**config.mk**
```make
export PLATFORM = sky130hd
export DESIGN_NAME = oram_access_ctrl
export DESIGN_NICKNAME = d
export VERILOG_FILES = /design/src/rtl/oram_access_ctrl.sv
export SDC_FILE = /design/constraint.sdc
export NUM_CORES = 2
export LEC_CHECK = 0
export CAP_MARGIN = 20
export CORE_AREA = 2 2 248 250
export DETAILED_ROUTE_END_ITERATION = 7
export DIE_AREA = 0 0 250 252
export GPL_TIMING_DRIVEN = 0
export PLACE_DENSITY_LB_ADDON = 0.3
export SKIP_LAST_GASP = 1
export SLEW_MARGIN = 0
export SYNTH_ARGS = -nofsm -noshare
export SYNTH_HDL_FRONTEND = slang
export SYNTH_SLANG_ARGS = --single-unit
```
**constraint.sdc**
```tcl
create_clock -name clk -period 5.4 [get_ports clk]
set_input_delay 1.08 -clock clk [delete_from_list [all_inputs] [get_ports clk]]
set_output_delay 1.08 -clock clk [all_outputs]
set_load 0.01 [all_outputs]
```
**src/rtl/oram_access_ctrl.sv**
```systemverilog
// Sequencer for one tree-ORAM access: position-map lookup, path read with
// match-and-invalidate, root insertion of the remapped block, then one top-down flush.
module oram_access_ctrl #(
    parameter int A = 8,
    parameter int D = 6,
    parameter int K = 3
) (
    input  logic                       clk,
    input  logic                       rst,
    input  logic                       req_valid,
    output logic                       req_ready,
    input  logic                       req_op,
    input  logic [D-1:0]               req_bnum,
    input  logic [8*A-1:0]             req_wdata,
    output logic                       rsp_valid,
    input  logic                       rsp_ready,
    output logic [8*A-1:0]             rsp_data,
    output logic                       rsp_found,
    output logic                       overflow,
    input  logic [D-2:0]               rnd_leaf,
    output logic [D-1:0]               bkt_addr,
    output logic                       bkt_rd_en,
    input  logic [K*(2*D+8*A)-1:0]     bkt_rdata,
    output logic                       bkt_wr_en,
    output logic [K*(2*D+8*A)-1:0]     bkt_wdata,
    output logic [D-1:0]               pm_addr,
    output logic                       pm_rd_en,
    input  logic [D-1:0]               pm_rdata,
    output logic                       pm_wr_en,
    output logic [D-1:0]               pm_wdata
);
    localparam int VW = 8 * A;
    localparam int PW = D - 1;
    localparam int TW = 1 + PW + D + VW;
    localparam int BW = K * TW;
    localparam int LW = $clog2(D);
    localparam logic [D-1:0] ONE_D = D'(1);

    typedef enum logic [3:0] {
        IDLE, PM_RD, PM_WAIT, PATH_RD, PATH_CHK, ROOT_RD, ROOT_WR,
        FLUSH, FL_RD_HI, FL_RD_LO, FL_WR_LO, FL_WR_HI, DONE
    } state_t;

    state_t            state_r;
    state_t            state_next_s;
    logic              op_r;
    logic [D-1:0]      bnum_r;
    logic [VW-1:0]     wdata_r;
    logic [PW-1:0]     pos_r;
    logic [PW-1:0]     fpos_r;
    logic              mapped_r;
    logic              found_r;
    logic [VW-1:0]     val_r;
    logic [LW-1:0]     level_r;
    logic [D-1:0]      node_r;
    logic [BW-1:0]     hi_r;
    logic              overflow_r;
    logic              req_ready_r;
    logic              rsp_valid_r;
    logic              rsp_found_r;
    logic [VW-1:0]     rsp_data_r;

    logic              chk_hit_s;
    logic [VW-1:0]     chk_val_s;
    logic [BW-1:0]     chk_wdata_s;
    logic              ins_ok_s;
    logic [BW-1:0]     ins_wdata_s;
    logic [BW-1:0]     mv_hi_s;
    logic [BW-1:0]     mv_lo_s;
    logic              path_bit_s;
    logic              flush_bit_s;
    logic [D-1:0]      path_child_s;
    logic [D-1:0]      lo_node_s;
    logic [TW-1:0]     new_tuple_s;

    logic [D-1:0]      bkt_addr_s;
    logic              bkt_rd_en_s;
    logic              bkt_wr_en_s;
    logic [BW-1:0]     bkt_wdata_s;
    logic [D-1:0]      pm_addr_s;
    logic              pm_rd_en_s;
    logic              pm_wr_en_s;
    logic [D-1:0]      pm_wdata_s;

    function automatic logic [PW-1:0] tup_pos(input logic [TW-1:0] t);
        return t[TW-2 -: PW];
    endfunction

    // Lowest valid slot holding bnum is taken and invalidated; ignored when unmapped.
    function automatic logic [1+VW+BW-1:0] path_check(input logic [BW-1:0] bkt,
                                                      input logic [D-1:0] bnum,
                                                      input logic mapped);
        logic          hit;
        logic [VW-1:0] val;
        logic [BW-1:0] w;
        logic [TW-1:0] t;
        hit = 1'b0;
        val = {VW{1'b0}};
        w   = bkt;
        for (int k = 0; k < K; k++) begin
            t = bkt[k*TW +: TW];
            if (!hit && mapped && t[TW-1] && (t[VW +: D] == bnum)) begin
                hit = 1'b1;
                val = t[VW-1:0];
                w[k*TW + TW - 1] = 1'b0;
            end else begin
                hit = hit;
            end
        end
        return {hit, val, w};
    endfunction

    function automatic logic [BW:0] root_insert(input logic [BW-1:0] bkt,
                                                input logic [TW-1:0] tup);
        logic          ok;
        logic [BW-1:0] w;
        ok = 1'b0;
        w  = bkt;
        for (int k = 0; k < K; k++) begin
            if (!ok && !bkt[k*TW + TW - 1]) begin
                ok = 1'b1;
                w[k*TW +: TW] = tup;
            end else begin
                ok = ok;
            end
        end
        return {ok, w};
    endfunction

    // HI tuples whose leaf bit at this level follows the flush path drop into the
    // lowest free LO slot, in ascending HI slot order, until LO has no room left.
    function automatic logic [2*BW-1:0] flush_move(input logic [BW-1:0] hi,
                                                   input logic [BW-1:0] lo,
                                                   input logic [LW-1:0] lvl,
                                                   input logic want);
        logic [BW-1:0] h;
        logic [BW-1:0] w;
        logic [TW-1:0] t;
        logic [PW-1:0] p;
        logic          placed;
        h = hi;
        w = lo;
        for (int i = 0; i < K; i++) begin
            t = h[i*TW +: TW];
            p = tup_pos(t);
            placed = 1'b0;
            if (t[TW-1] && (p[lvl] == want)) begin
                for (int j = 0; j < K; j++) begin
                    if (!placed && !w[j*TW + TW - 1]) begin
                        w[j*TW +: TW] = t;
                        placed = 1'b1;
                    end else begin
                        placed = placed;
                    end
                end
                if (placed) begin
                    h[i*TW + TW - 1] = 1'b0;
                end else begin
                    h = h;
                end
            end else begin
                placed = 1'b0;
            end
        end
        return {h, w};
    endfunction

    assign path_bit_s   = (level_r < LW'(PW)) ? pos_r[level_r] : 1'b0;
    assign flush_bit_s  = (level_r < LW'(PW)) ? fpos_r[level_r] : 1'b0;
    assign path_child_s = {node_r[D-2:0], path_bit_s};
    assign lo_node_s    = {node_r[D-2:0], flush_bit_s};
    assign new_tuple_s  = {1'b1, rnd_leaf, bnum_r, (op_r ? wdata_r : val_r)};

    assign {chk_hit_s, chk_val_s, chk_wdata_s} = path_check(bkt_rdata, bnum_r, mapped_r);
    assign {ins_ok_s, ins_wdata_s}             = root_insert(bkt_rdata, new_tuple_s);
    assign {mv_hi_s, mv_lo_s}                  = flush_move(hi_r, bkt_rdata, level_r, flush_bit_s);

    // State register
    always_ff @(posedge clk) begin
        if (rst) begin
            state_r <= IDLE;
        end else begin
            state_r <= state_next_s;
        end
    end

    // Next-state logic: fixed walk, only DONE waits on the requester
    always_comb begin
        state_next_s = state_r;
        case (state_r)
            IDLE:     state_next_s = req_valid ? PM_RD : IDLE;
            PM_RD:    state_next_s = PM_WAIT;
            PM_WAIT:  state_next_s = PATH_RD;
            PATH_RD:  state_next_s = PATH_CHK;
            PATH_CHK: state_next_s = (level_r == LW'(D - 1)) ? ROOT_RD : PATH_RD;
            ROOT_RD:  state_next_s = ROOT_WR;
            ROOT_WR:  state_next_s = FLUSH;
            FLUSH:    state_next_s = FL_RD_HI;
            FL_RD_HI: state_next_s = FL_RD_LO;
            FL_RD_LO: state_next_s = FL_WR_LO;
            FL_WR_LO: state_next_s = FL_WR_HI;
            FL_WR_HI: state_next_s = (level_r == LW'(D - 2)) ? DONE : FL_RD_HI;
            DONE:     state_next_s = rsp_ready ? IDLE : DONE;
            default:  state_next_s = IDLE;
        endcase
    end

    // RAM command decode for the current state
    always_comb begin
        bkt_addr_s  = {D{1'b0}};
        bkt_rd_en_s = 1'b0;
        bkt_wr_en_s = 1'b0;
        bkt_wdata_s = {BW{1'b0}};
        pm_addr_s   = {D{1'b0}};
        pm_rd_en_s  = 1'b0;
        pm_wr_en_s  = 1'b0;
        pm_wdata_s  = {D{1'b0}};
        case (state_r)
            PM_RD: begin
                pm_addr_s  = bnum_r;
                pm_rd_en_s = 1'b1;
            end
            PATH_RD: begin
                bkt_addr_s  = node_r - ONE_D;
                bkt_rd_en_s = 1'b1;
            end
            PATH_CHK: begin
                bkt_addr_s  = node_r - ONE_D;
                bkt_wr_en_s = chk_hit_s;
                bkt_wdata_s = chk_hit_s ? chk_wdata_s : {BW{1'b0}};
            end
            ROOT_RD: begin
                bkt_rd_en_s = 1'b1;
            end
            ROOT_WR: begin
                bkt_wr_en_s = ins_ok_s;
                bkt_wdata_s = ins_ok_s ? ins_wdata_s : {BW{1'b0}};
                pm_addr_s   = bnum_r;
                pm_wr_en_s  = 1'b1;
                pm_wdata_s  = ins_ok_s ? {1'b1, rnd_leaf} : {D{1'b0}};
            end
            FL_RD_HI: begin
                bkt_addr_s  = node_r - ONE_D;
                bkt_rd_en_s = 1'b1;
            end
            FL_RD_LO: begin
                bkt_addr_s  = lo_node_s - ONE_D;
                bkt_rd_en_s = 1'b1;
            end
            FL_WR_LO: begin
                bkt_addr_s  = lo_node_s - ONE_D;
                bkt_wr_en_s = 1'b1;
                bkt_wdata_s = mv_lo_s;
            end
            FL_WR_HI: begin
                bkt_addr_s  = node_r - ONE_D;
                bkt_wr_en_s = 1'b1;
                bkt_wdata_s = hi_r;
            end
            default: begin
                bkt_rd_en_s = 1'b0;
            end
        endcase
    end

    // Access context, flush cursor and registered response/status outputs
    always_ff @(posedge clk) begin
        if (rst) begin
            op_r        <= 1'b0;
            bnum_r      <= {D{1'b0}};
            wdata_r     <= {VW{1'b0}};
            pos_r       <= {PW{1'b0}};
            fpos_r      <= {PW{1'b0}};
            mapped_r    <= 1'b0;
            found_r     <= 1'b0;
            val_r       <= {VW{1'b0}};
            level_r     <= {LW{1'b0}};
            node_r      <= ONE_D;
            hi_r        <= {BW{1'b0}};
            overflow_r  <= 1'b0;
            req_ready_r <= 1'b1;
            rsp_valid_r <= 1'b0;
            rsp_found_r <= 1'b0;
            rsp_data_r  <= {VW{1'b0}};
        end else begin
            case (state_r)
                IDLE: begin
                    if (req_valid) begin
                        op_r    <= req_op;
                        bnum_r  <= req_bnum;
                        wdata_r <= req_wdata;
                        found_r <= 1'b0;
                        val_r   <= {VW{1'b0}};
                    end else begin
                        op_r <= op_r;
                    end
                end
                PM_WAIT: begin
                    pos_r    <= pm_rdata[PW] ? pm_rdata[PW-1:0] : rnd_leaf;
                    mapped_r <= pm_rdata[PW];
                    level_r  <= {LW{1'b0}};
                    node_r   <= ONE_D;
                end
                PATH_CHK: begin
                    if (chk_hit_s) begin
                        found_r <= 1'b1;
                        val_r   <= chk_val_s;
                    end else begin
                        found_r <= found_r;
                    end
                    if (level_r != LW'(D - 1)) begin
                        level_r <= level_r + LW'(1);
                        node_r  <= path_child_s;
                    end else begin
                        level_r <= level_r;
                    end
                end
                ROOT_WR: begin
                    overflow_r <= overflow_r | ~ins_ok_s;
                end
                FLUSH: begin
                    fpos_r  <= rnd_leaf;
                    level_r <= {LW{1'b0}};
                    node_r  <= ONE_D;
                end
                FL_RD_LO: hi_r <= bkt_rdata;
                FL_WR_LO: hi_r <= mv_hi_s;
                FL_WR_HI: begin
                    if (level_r != LW'(D - 2)) begin
                        level_r <= level_r + LW'(1);
                        node_r  <= lo_node_s;
                    end else begin
                        level_r <= level_r;
                    end
                end
                default: begin
                    op_r <= op_r;
                end
            endcase
            req_ready_r <= (state_next_s == IDLE);
            rsp_valid_r <= (state_next_s == DONE);
            rsp_found_r <= (state_next_s == DONE) ? found_r : 1'b0;
            rsp_data_r  <= (state_next_s == DONE) ? val_r : {VW{1'b0}};
        end
    end

    assign req_ready = req_ready_r;
    assign rsp_valid = rsp_valid_r;
    assign rsp_found = rsp_found_r;
    assign rsp_data  = rsp_data_r;
    assign overflow  = overflow_r;

    // A reset cycle must never let a pending RAM command through
    assign bkt_addr  = bkt_addr_s;
    assign bkt_rd_en = bkt_rd_en_s & ~rst;
    assign bkt_wr_en = bkt_wr_en_s & ~rst;
    assign bkt_wdata = bkt_wdata_s;
    assign pm_addr   = pm_addr_s;
    assign pm_rd_en  = pm_rd_en_s & ~rst;
    assign pm_wr_en  = pm_wr_en_s & ~rst;
    assign pm_wdata  = pm_wdata_s;

endmodule

```
==> impl_results.md <==
* Status: finished with violations
* Failing checks: DRC, setup timing
* DR vias/cell at 7.030
* Post-synth top flop: dfxtp_1
* MaxCap Viol Count at 0
* WP data required at 4.32 ns
* Min cycle time layout at 5.470 ns
* Setup CP Type: flop to output port
* GRT overflow at 0
* Post-synth EDFFs at 0
* Slew @ Worst Pin at 1.283 ns
* Post-DRT Antenna Nets at 0
* Critical path fanouts, max at 11
* Mapped Area at 29,320 um2
* Routed via count at 36,850
* Count of cell types in the netlist at 69
* Final setup viols at 18
* Final HPWL DP at 120,300 um
* Initial Util at 48.75%
* Clock transition at path regs at 0.06 ns
* Final-stage net count at 4,709
* Layout Cells excl Fill at 5,242
* Area leader, netlist: dfxtp_1
* Final WS setup at -0.07034 ns
* First-pass GRT wire length at 234,600 um
* Number of hold buffers added after CTS at 0
* Total routed wirelength at 168,700 um
* Share of the yosys chip area belonging to registers at 31.14%
* CP arrival at 4.39 ns
* Routability cong. at 1.051
* Total GRT Usage at 50.60%
* Largest net degree at the start of global routing at 20
* Design Power at 8480 uW
* Initial antenna violation count at 33
* Synth Instances at 3,669
* Hold Vio Cnt, Final at 0
* Worst hold stages at 2
* CP endpoint kind: output port
* Io pins at 632
* Num CTS Buffers at 53
* Yosys top cell area share at 31.14%
* Slew headroom at 14.44%
* VDD IR max at 0.2527 mV
* DR WL/cell at 32.18 um
* Unrepaired setup endpoints after global routing: yes
* Vias in the first global route at 33,708
* Die X at 250 um
* Final period util at 101.3%
* Core box area at 60,130 um2
* Clk Latency, worst-skew pair at 0.66 ns
* Slew Viols, Final at 0
* Synth area leaders: dfxtp_1 31%, a221o_1 11%, nand2_1 8.9%
* First-pass DRT Iterations at 8
* R2r worst-path depth at 8
* Post-Place Cells at 5,092
* Async SR Flop Fraction at 0%
* Syn nets at 3,989
* Drt initial violations at 6,477
* Fillers at 5,213
* CTS sink cnt at 456
* Area growth, synth to finish at 36.57%
* Placed Area at 36,790 um2
* Rows at 90
* Worst hold path class: flop to flop
* Clk_skew at 0.02793 ns
* Residual DRC count at 18
* Max clock buf depth at 3
* Die area at 63,000 um2
* Yosys reg bits at 456
* CTS root buf: clkbuf_16
* Mean Syn Cell Area at 7.990 um2
* Leakage at 0.01528 uW
* # port buffers at 628
* Most common cell in the netlist: nand2_1
* Setup TNS at -0.5461 ns
* Fmax at 182.8 MHz
* Design Area, Final at 40,040 um2
* Hold Worst Slack at 0.4544 ns
* Warning count from the yosys run at 0
* Die Ht at 252 um
* Layout cells sized above 1 at 12.86%
* CTS H-Tree Depth at 2
* CP Launch Type: flop
* TritonCTS clock tree: yes
* PD cells at 211.8 nW/um2
* Commonest cells in the netlist: 699 x nand2_1, 456 x dfxtp_1, 435 x a21oi_1, 321 x a221o_1, 270 x clkbuf_1
-- area by class of cell --
class / count / area (um2) / area share [%]
buffer: 359 / 2003 / 5.003
clock buffer: 77 / 1539 / 3.844
clock inverter: 22 / 322.8 / 0.8063
sequential: 456 / 9129 / 22.80
inverter: 84 / 315.3 / 0.7875
tap: 782 / 978.4 / 2.444
antenna: 27 / 67.56 / 0.1688
timing repair buffer: 674 / 6898 / 17.23
multi-input combinational: 2761 / 18780 / 46.92
-- per-layer routing --
metal / global-route usage, % / wire length (um)
met5: 0.8494 / 128
met4: 39.56 / 16580
met3: 21.75 / 28190
met2: 71.75 / 67190
met1: 59.81 / 56590
-- worst max-delay path: stages (launching register included) --
cell	delay [ns]
dfxtp_1	0.33
buf_4	0.19
nor2_2	0.30
a31oi_4	0.14
buf_12	0.16
xnor2_2	0.27
buf_6	0.23
a221o_1	0.19
buf_4	0.14
o2111ai_4	0.19
nor2_4	0.27
buf_4	0.17
buf_12	0.16
buf_4	0.17
a221o_1	0.26
clkdlybuf4s50_1	0.57
-- registers in the layout, indices dropped and copies added, names as in the netlist --
signal     count
rsp_data      64
bnum_r         6
rsp_valid      1
wdata_r       64
req_ready      1
node_r         6
fpos_r         5
state_r        4
op_r           1
val_r         64
found_r        1
overflow       1
pos_r          5
rsp_found      1
level_r        3
hi_r         228
mapped_r       1
-- placed cells by master, fill, tap and decap left out, types with 27 or more instances in the layout --
cell type and n:
a21oi_1 435, a221o_1 319, and2_1 80, buf_4 53, buf_6 36, clkbuf_1 206, clkbuf_16 55, clkbuf_2 36
clkbuf_4 28, clkdlybuf4s50_1 556, dfxtp_1 456, diode_2 27, dlymetal6s2s_1 53, inv_1 84, mux2_2 202, mux2i_1 252
nand2_1 696, nand3_1 69, nor2_1 239, o211ai_1 67, o21ai_0 76, o221ai_1 52, o221ai_2 29
-- timing repair --
action / 4_1_cts / 5_1_grt
pin swaps: 4 / 6
buffers inserted: 18 / 12
setup endpoints to repair: 229 / 220
gates resized for setup: 210 / 159
gates cloned: 0 / 1
-- per-stage QoR --
stage	util (%)	setup slack [ns]
after floorplan	-	0.6634
after global placement	60.83	-1.838
after detailed placement	61.19	-1.401
after CTS	65.45	-0.02784
final	66.58	-0.07034
after global routing	66.51	-0.1067
-- cell families after synthesis --
kind of cell | count (synthesis) | synth area share [%]
multiplexers | 478 | 17.32
AND/OR/NAND/NOR | 1142 | 16.15
adder cells (fa/ha/maj) | 7 | 0.2902
XOR/XNOR | 27 | 0.8323
flip-flops | 456 | 31.14
buffers and inverters | 452 | 6.517
AO/OA/AOI/OAI | 1107 | 27.75
-- where the power goes --
part | switching (uW) | internal, uW | total, uW | leakage, uW
Sequential | 31.4 | 3410 | 3440 | 0.00368
Combinational | 580 | 425 | 1010 | 0.0107
Clock | 1670 | 2360 | 4030 | 0.000914
-- worst paths after layout --
kind | slack [ns] | startpoint | endpoint
worst max-delay path | -0.07 | level_r[0]$_SDFFE_PP0P_ | bkt_wdata[90]
worst min-delay path | 0.45 | wdata_r[45]$_SDFFE_PP0P_ | wdata_r[45]$_SDFFE_PP0P_
worst max register to register | 1.48 | state_r[1]$_SDFF_PP0_ | hi_r[149]$_SDFFE_PP0P_
worst min register to register | 0.45 | wdata_r[45]$_SDFFE_PP0P_ | wdata_r[45]$_SDFFE_PP0P_
Power figures use the tool's default switching activity.
